===== config.mk =====
export PLATFORM = sky130hd
export DESIGN_NAME = logic_alu_pipe
export DESIGN_NICKNAME = d
export VERILOG_FILES = /design/src/rtl/logic_alu_pkg.sv /design/src/rtl/logic_op_core.sv /design/src/rtl/logic_alu_pipe.sv
export SDC_FILE = /design/constraint.sdc
export NUM_CORES = 1
export LEC_CHECK = 0
export BUFFER_PORTS_ARGS = -buffer_cell sky130_fd_sc_hd__buf_2
export CORE_ASPECT_RATIO = 0.5
export CORE_UTILIZATION = 56
export CTS_BUF_LIST = sky130_fd_sc_hd__clkbuf_8 sky130_fd_sc_hd__clkbuf_16
export DETAILED_ROUTE_END_ITERATION = 6
export HOLD_SLACK_MARGIN = 0.06
export PLACE_DENSITY = 0.88
export SYNTH_ARGS = -nofsm -noshare
export SYNTH_HDL_FRONTEND = slang
export SYNTH_HIERARCHICAL = 1
export SYNTH_SLANG_ARGS = --single-unit

===== constraint.sdc =====
create_clock -name clk -period 2.4 [get_ports clk]
set_input_delay 0.24 -clock clk [delete_from_list [all_inputs] [get_ports clk]]
set_output_delay 0.24 -clock clk [all_outputs]
set_load 0.02 [all_outputs]

===== src/rtl/logic_alu_pkg.sv =====
// Shared opcode definitions for the pipelined bitwise logic ALU.
package logic_alu_pkg;

  localparam int OP_W = 3;

  typedef enum logic [OP_W-1:0] {
    OP_AND  = 3'd0,
    OP_OR   = 3'd1,
    OP_NOT  = 3'd2,
    OP_NAND = 3'd3,
    OP_NOR  = 3'd4,
    OP_XOR  = 3'd5,
    OP_XNOR = 3'd6,
    OP_PASS = 3'd7
  } op_e;

endpackage


===== src/rtl/logic_op_core.sv =====
// Combinational bitwise function unit: one result plus its zero and odd-parity
// flags, so the flags can travel down the pipeline alongside the result.
module logic_op_core
  import logic_alu_pkg::*;
#(
  parameter int WIDTH = 8
) (
  input  logic [WIDTH-1:0] a,
  input  logic [WIDTH-1:0] b,
  input  logic [OP_W-1:0]  op,
  output logic [WIDTH-1:0] y,
  output logic             zero,
  output logic             parity
);

  // Select the logic function, then derive both flags from the selected result.
  always_comb begin
    // NOTE: every output gets a default before the case so no path can leave
    // one unassigned, which would otherwise infer a latch.
    y      = '0;
    zero   = 1'b0;
    parity = 1'b0;
    case (op_e'(op))
      OP_AND:  y = a & b;
      OP_OR:   y = a | b;
      OP_NOT:  y = ~a;
      OP_NAND: y = ~(a & b);
      OP_NOR:  y = ~(a | b);
      OP_XOR:  y = a ^ b;
      OP_XNOR: y = ~(a ^ b);
      OP_PASS: y = a;
      default: y = '0;
    endcase
    zero   = ~|y;
    parity = ^y;
  end

endmodule


===== src/rtl/logic_alu_pipe.sv =====
// Elastic STAGES-deep pipeline around logic_op_core. All stages advance together
// whenever the output slot is empty or being drained; otherwise everything holds.
module logic_alu_pipe
  import logic_alu_pkg::*;
#(
  parameter int WIDTH  = 8,
  parameter int STAGES = 2,
  parameter int CNT_W  = 16
) (
  input  logic             clk,
  input  logic             rst_n,
  input  logic             in_valid,
  output logic             in_ready,
  input  logic [WIDTH-1:0] a,
  input  logic [WIDTH-1:0] b,
  input  logic [OP_W-1:0]  op,
  output logic             out_valid,
  input  logic             out_ready,
  output logic [WIDTH-1:0] y,
  output logic             zero,
  output logic             parity,
  output logic [CNT_W-1:0] op_count
);

  logic             adv;
  logic [WIDTH-1:0] core_y;
  logic             core_zero;
  logic             core_parity;

  logic [STAGES-1:0] vld;
  logic [WIDTH-1:0]  dat [STAGES];
  logic [STAGES-1:0] zf;
  logic [STAGES-1:0] pf;

  logic_op_core #(.WIDTH(WIDTH)) u_core (
    .a      (a),
    .b      (b),
    .op     (op),
    .y      (core_y),
    .zero   (core_zero),
    .parity (core_parity)
  );

  assign out_valid = vld[STAGES-1];
  assign adv       = !out_valid || out_ready;
  assign in_ready  = rst_n && adv;
  assign y         = dat[STAGES-1];
  assign zero      = zf[STAGES-1];
  assign parity    = pf[STAGES-1];

  // Valid bits: shift on advance so bubbles move out like real entries.
  always_ff @(posedge clk) begin
    // NOTE: sequential state uses non-blocking assignments so every stage
    // samples its neighbour's pre-edge value and the shift does not collapse.
    if (!rst_n) begin
      vld <= '0;
    end else if (adv) begin
      vld[0] <= in_valid;
      for (int i = 1; i < STAGES; i++) vld[i] <= vld[i-1];
    end
  end

  // Payload: only loaded from a valid source, so y holds its last result
  // across bubbles and the flags always describe the value on y.
  always_ff @(posedge clk) begin
    // NOTE: the payload registers are reset because the cleared output value
    // is architecturally visible; plain data storage normally would not be.
    if (!rst_n) begin
      for (int i = 0; i < STAGES; i++) dat[i] <= '0;
      zf <= '0;
      pf <= '0;
    end else if (adv) begin
      if (in_valid) begin
        dat[0] <= core_y;
        zf[0]  <= core_zero;
        pf[0]  <= core_parity;
      end
      for (int i = 1; i < STAGES; i++) begin
        if (vld[i-1]) begin
          dat[i] <= dat[i-1];
          zf[i]  <= zf[i-1];
          pf[i]  <= pf[i-1];
        end
      end
    end
  end

  // Completed-transaction counter, sticking at all-ones instead of wrapping.
  always_ff @(posedge clk) begin
    if (!rst_n) begin
      op_count <= '0;
    end else if (out_valid && out_ready && (op_count != {CNT_W{1'b1}})) begin
      op_count <= op_count + 1'b1;
    end
  end

endmodule


==> flow_summary_export.csv, run 1 <==
group,metric,value,unit
grt,grt_pass1_wl,9780,um
power,seqPwrFrac,42.0,%
clocking,cts_hold_buf,0,
yosys,ys_types,53,
clocking,tritoncts,"yes",
yosys,syn_avg_cell_area,8.75,um^2
timing,fin_tns_setup,0,ps
clocking,cts_setup_buffers,0,
timing,report.final.hold_viol_count,0,
layout,num-nets-final,400,
clocking,worst_skew_pair.late_latency,290,ps
yosys,yosys.area_share.simple,22.0,%
place,gp_congestion,0.867,
min_path,min_path_type,"input port to flop",
clocking,cts_max_level,2,
yosys,synth-compound-area-share,19.9,%
yosys,synth_top_area_share,17.4,%
yosys,synth_edf_count,16,
yosys,syn_inst,316,
yosys,synth_top_cell_by_area,"edfxtp_1",
yosys,ys.flop_type,"dfxtp_1",
place,portBuffers,50,
power,p_comb_share,20.6,%
timing,fin_crit_sh,83.4,%
yosys,synth-async-reset-ratio,0,%
yosys,synth_xor_area_share,0.951,%
die,rows,17,
layout,n_fill_cell,374,
power,total_leakage_power,0.00140,uW
layout,multi_input_area,1620,um^2
clocking,cts_buffers,5,
layout,area_growth,13.7,%
die,io_pins,51,
power,p_clk_share,37.3,%
clocking,clock_path_buffers,2,
power,vdd_drop_max,0.387,mV
detailed_routing,vias,2493,
yosys,synth_top_family_by_area,"simple AND/OR/NAND/NOR gates",
yosys,synth_seq_cells,38,
worst_setup_path,criticalPathCategory,"input port to flop",
layout,diodes,0,
grt,antenna_found_initial,0,
grt,grt_max_degree,20,
yosys,synthTopCellsByArea,"edfxtp_1 17%, dfxtp_1 16%, ha_1 9.5%, nand2_1 5.3%, a21oi_1 5.3%",
die,chipHeight,51.7,um
detailed_routing,first_pass_iters,5,
layout,ff_latch_area,921,um^2
worst_setup_path,start_kind,"input port",
detailed_routing,wirelength,5850,um
timing,max_freq,499,MHz
power,p_sw_share,25.5,%
worst_setup_path,worstSetupEndpointType,"flop",
place,hpwl,4440,um
timing,rsz0062_at_grt,"false",
yosys,syn_nets,360,
die,initial_core_util,60.4,%
timing,finalCriticalPeriod,2000,ps
grt,grt.total_usage,24.0,%
die,die-area,5240,um^2
yosys,seq_area_frac_synth,33.3,%
grt,grt_pass1_vias,2248,
worst_setup_path,crit_required,2630,ps
grt,gr-total-overflow,0,
layout,drive_gt1_share,21.6,%
detailed_routing,drtIter0Drc,108,
die,core-area,4570,um^2
clocking,clk_pin_slew_worst_paths,70,ps
timing,skew,3.33,ps
timing,slew_violations,0,
timing,setup_viol,0,
detailed_routing,drtAntennaViolNets,0,
layout,final_cell_mix,"50 x buf_2, 39 x nand2_1, 29 x a21oi_1",
layout,final_common_cell,"buf_2",
yosys,synthAdderAreaFrac,9.51,%
timing,slew_headroom,59.7,%
timing,holdWs,241,ps
detailed_routing,avgRoutedWirePerCell,13.8,um
power,switching_power,439,uW
worst_setup_path,worstPathArrival,2230,ps
power,power.density,547,nW/um^2
power,intPower,1280,uW
worst_setup_path,crit_path_max_fanout,3,
clocking,cts_sinks,38,
clocking,cts_root_buf,"clkbuf_8",
clocking,postCtsResizedCells,0,
detailed_routing,post-route-drc-count,0,
detailed_routing,viasPerCell,5.89,
yosys,muxShareOfSynthArea,6.16,%
job,maxCapViolations,0,
yosys,synth_area,2760,um^2
die,fp.dieW,101,um
timing,worst_pin_slew,599,ps
yosys,ys_warn_count,6,
status,status,"complete, no violations",
==> area by class of cell <==
type	instances	share of cell area (%)
multi-input cells	231	51.4
flip-flops and latches	38	29.3
clock inverters	3	2.19
repair buffers	56	9.39
clock buffers	5	2.19
inverters	24	2.87
well taps	66	2.63
==> cell families after synthesis <==
kind of cell	Yosys count
adder cells (fa/ha/maj)	21
AO/OA/AOI/OAI	83
AND/OR/NAND/NOR	112
flip-flops	38
multiplexers	12
XOR/XNOR	3
buffers and inverters	47
==> power groups by stage <==
stage	Combinational, uW	Sequential, uW	Clock, uW
2_1_floorplan	270	738	0
3_3_place_gp	332	735	0
3_5_place_dp	350	737	0
4_1_cts	352	723	652
5_1_grt	392	727	674
6_report	355	722	642
==> stage by stage <==
step	cells	instance area [um^2]	power (uW)	util [%]	worst slack, ps
after detailed placement	415	3010	1090	65.7	128
after floorplan	316	2760	1010	-	390
final	423	3140	1720	68.7	397
after global placement	415	3010	1070	65.7	229
after CTS	423	3140	1730	68.7	429
after global routing	423	3140	1790	68.7	272
==> path summary, 6_finish.rpt <==
path / from / to / slack, ps / cells after the start
max: a[0] / pf[0] / 400 / 12
min: in_valid / pf[0] / 240 / 3
min reg2reg: zf[0] / zf[0] / 460 / 2
max reg2reg: vld[1] / op_count[7] / 450 / 4
==> worst max-delay path, cell delays in order <==
cell and delay [ps]:
buf_2 90, inv_1 60, ha_1 280, inv_1 50, mux4_2 460, nand2_1 100
o21ai_1 80, ha_1 310, xor2_1 170, xnor2_1 170, nand3_1 90, a21oi_1 120
==> sequential cells by signal (all words and copies together) (netlist names) <==
name and count:
op_count 16, vld 2, dat 16, zf 2, pf 2
==> per-layer routing <==
metal,GRT usage [%],part of all wire [%],up-vias,wire (um)
li1,-,-,1227,-
met1,27.9,44,1144,2580
met2,43.0,47,113,2760
met3,6.18,7.4,9,432
met4,9.90,1.3,0,74
met5,0,0,-,0
==> cell usage after synthesis (2+ instances only) <==
cell,instances
nand2_1,39
a21oi_1,29
dfxtp_1,22
ha_1,21
inv_1,20
and2_1,18
edfxtp_1,16
buf_4,11
o21ai_0,10
nand3_1,9
mux2i_1,8
nor2_1,8
o21ai_1,8
nand2b_1,7
buf_2,6
or3_1,6
clkbuf_1,5
o211ai_1,5
mux4_2,4
nor3_1,4
nor4_1,4
o211a_1,4
o21a_1,4
o221ai_1,4
and4_1,3
inv_2,3
nand4_1,3
o31ai_1,3
or4_1,3
a211oi_1,2
a211oi_2,2
o221a_1,2
o22ai_1,2
xnor2_1,2
(Power assumes the default switching activity.)
==> run 2: changes to the inputs <==
==> constraint.sdc (replaced) <==
create_clock -name clk -period 1.9 [get_ports clk]
set_input_delay 0.19 -clock clk [delete_from_list [all_inputs] [get_ports clk]]
set_output_delay 0.19 -clock clk [all_outputs]
set_load 0.02 [all_outputs]
==> run 2 against run 1 <==
The run now ends with negative setup slack left. Global-route usage grew 0.89 points. Non-clock buffer count increased by 28. Critical path depth unchanged. First-iteration DRC count is 14% lower. Routed wire length increased by 12%. Sequential share of layout area down 3.0 points. Hold slack worse by 54 ps. Cell area rose by 11%. Via count increased by 5.0%. Register-to-register slack worse by 360 ps. Count of clock-buffer cells in the layout did not move. Clock skew increased by 2.7 ps.
==> flow_summary_export.csv, run 2 (synthesis results as in run 1) <==
group,metric,value,unit
min_path,hold_path_end,"zf[0]",
clocking,clock_path_buffers,2,
timing,slew_violations,0,
worst_setup_path,timing.rr.end,"op_count[15]",
layout,diodes,0,
grt,gr-total-overflow,0,
layout,reg_top3,"dat (16), op_count (16)",
clocking,worst_skew_pair.late_latency,300,ps
layout,final_cell_area,3500,um^2
timing,fin_tns_setup,-43.5,ps
grt,grt_pass1_wl,9950,um
worst_setup_path,crit_path_max_incr_delay,490,ps
worst_setup_path,criticalPathCategory,"input port to flop",
layout,num-nets-final,428,
detailed_routing,wirelength,6570,um
place,place_area,3250,um^2
power,power.density,655,nW/um^2
worst_setup_path,worstSetupEndpointType,"flop",
clocking,cts_root_buf,"clkbuf_8",
detailed_routing,avgRoutedWirePerCell,14.6,um
timing,report.final.hold_viol_count,0,
power,total_leakage_power,0.00156,uW
timing,worst_slack,-43.5,ps
worst_setup_path,rr_worst_depth,4,
worst_setup_path,path_cells,"buf_6, inv_2, ha_4, inv_2, mux4_2, nand2_2, o21ai_2, ha_1, xor2_1, xnor2_1, nand3_1, a21oi_2",
timing,finalCriticalPeriod,1940,ps
min_path,min-delay-start,"in_valid",
die,io_pins,51,
timing,skew,6.05,ps
worst_setup_path,r2r_slack,90,ps
grt,grt_pass1_vias,2338,
min_path,min_path_type,"input port to flop",
layout,final_core_util,76.6,%
layout,stdcell_count,451,
power,vdd_drop_max,0.304,mV
grt,grt_max_degree,21,
die,rows,17,
clocking,cts_sinks,38,
worst_setup_path,worstPathArrival,2180,ps
worst_setup_path,crit_path_max_fanout,2,
timing,max_freq,515,MHz
grt,grt.total_usage,24.9,%
die,chipHeight,51.7,um
grt,antenna_found_initial,0,
worst_setup_path,crit_required,2130,ps
timing,worst_pin_slew,554,ps
clocking,tritoncts,"yes",
detailed_routing,post-route-drc-count,0,
layout,final_cell_mix,"47 x buf_2, 37 x nand2_1, 33 x buf_4",
worst_setup_path,r2r-start,"op_count[4]",
layout,area_growth,26.7,%
timing,slew_headroom,62.7,%
worst_setup_path,crit_path_top_delay_cell,"mux4_2",
die,core-area,4570,um^2
layout,drive_gt1_share,32.5,%
place,dp.cells,442,
min_path,hold_depth,3,
job,maxCapViolations,0,
clocking,cts_buffers,5,
timing,fin_crit_sh,102,%
status,status,"complete, but fails checks",
status,violations,"negative setup slack",
layout,final_common_cell,"buf_2",
place,gp_congestion,0.844,
timing,setup_viol,1,
die,fp.dieW,101,um
detailed_routing,drtIter0Drc,93,
place,hpwl,4840,um
clocking,cts_max_level,2,
detailed_routing,first_pass_iters,4,
detailed_routing,viasPerCell,5.80,
worst_setup_path,crit_top_cell,"inv_2",
worst_setup_path,start_kind,"input port",
die,die-area,5240,um^2
clocking,clk_pin_slew_worst_paths,70,ps
detailed_routing,vias,2617,
place,portBuffers,50,
die,initial_core_util,60.4,%
detailed_routing,drtAntennaViolNets,0,
-- run 2: cell types whose count changed in the layout (fill, tap and decap cells not counted), moves of 2 or more --
cell	before	now
inv_4	0	2
a21oi_1	29	27
nand2_1	39	37
ha_1	21	17
buf_4	6	33
inv_1	20	15
nand2_2	0	2
inv_2	3	5
buf_2	50	47
a211oi_1	2	0
buf_6	0	2
ha_4	0	3
a21oi_2	0	2
-- run 2: cell type report --
type,instances,area [um^2]
Clock buffer,5,68.8
Clock inverter,3,68.8
Fill cell,309,1070
Inverter,24,108
Multi-Input combinational cell,231,1710
Sequential cell,38,921
Tap cell,66,82.6
Timing Repair Buffer,84,541
-- run 2: metal layers --
metal	share of wire, %	up-vias	track usage [%]
met1	42	1211	28.3
met3	5.5	24	5.51
li1	-	1283	-
met5	0	-	0
met4	3.3	0	13.3
met2	49	99	44.7
-- run 2: worst max path at each step --
| stage | slack (ps) | start | cells past startpoint | end |
|---|---|---|---|---|
| final | -40 | b[0] | 12 | pf[0] |
| after global routing | -90 | b[0] | 12 | pf[0] |
| after CTS | 0.7 | a[0] | 12 | pf[0] |
| after detailed placement | -340 | a[7] | 12 | pf[0] |
| after global placement | -280 | a[7] | 12 | pf[0] |
| after floorplan | -6 | a[7] | 11 | pf[0] |
-- run 2: report_power, final --
part | leakage, uW | total, uW | switching [uW] | internal, uW
registers | 0.000350 | 913 | 15.9 | 897
logic | 0.00114 | 564 | 302 | 261
clock network | 0.0000683 | 818 | 292 | 526
-- run 2: timing repair --
| item | 4_1_cts | 5_1_grt |
|---|---|---|
| pin swaps | 0 | 12 |
| setup buffers | 0 | 1 |
| resized for setup | 1 | 20 |
| hold buffers | 0 | 0 |
| endpoints found under the setup margin | 1 | 3 |
| endpoints found under the hold margin | 0 | 0 |
| cloned | 0 | 0 |
-- run 2: worst max-delay path: cells and delay by family --
kind | cells | cell delay, ps
AOI/OAI and AO/OA | 2 | 190
xor gates and xnor gates | 2 | 370
adders and majority gates | 2 | 560
buffers and inverters | 3 | 150
muxes | 1 | 490
and+or+nand+nor | 2 | 230
-- run 2: per-stage QoR --
step	setup slack, ps	power [uW]	hold slack, ps
after floorplan	-6.42	1280	337
after global placement	-282	1400	447
after detailed placement	-336	1430	449
after CTS	0.671	2250	179
after global routing	-85.1	2390	184
final	-43.5	2290	188
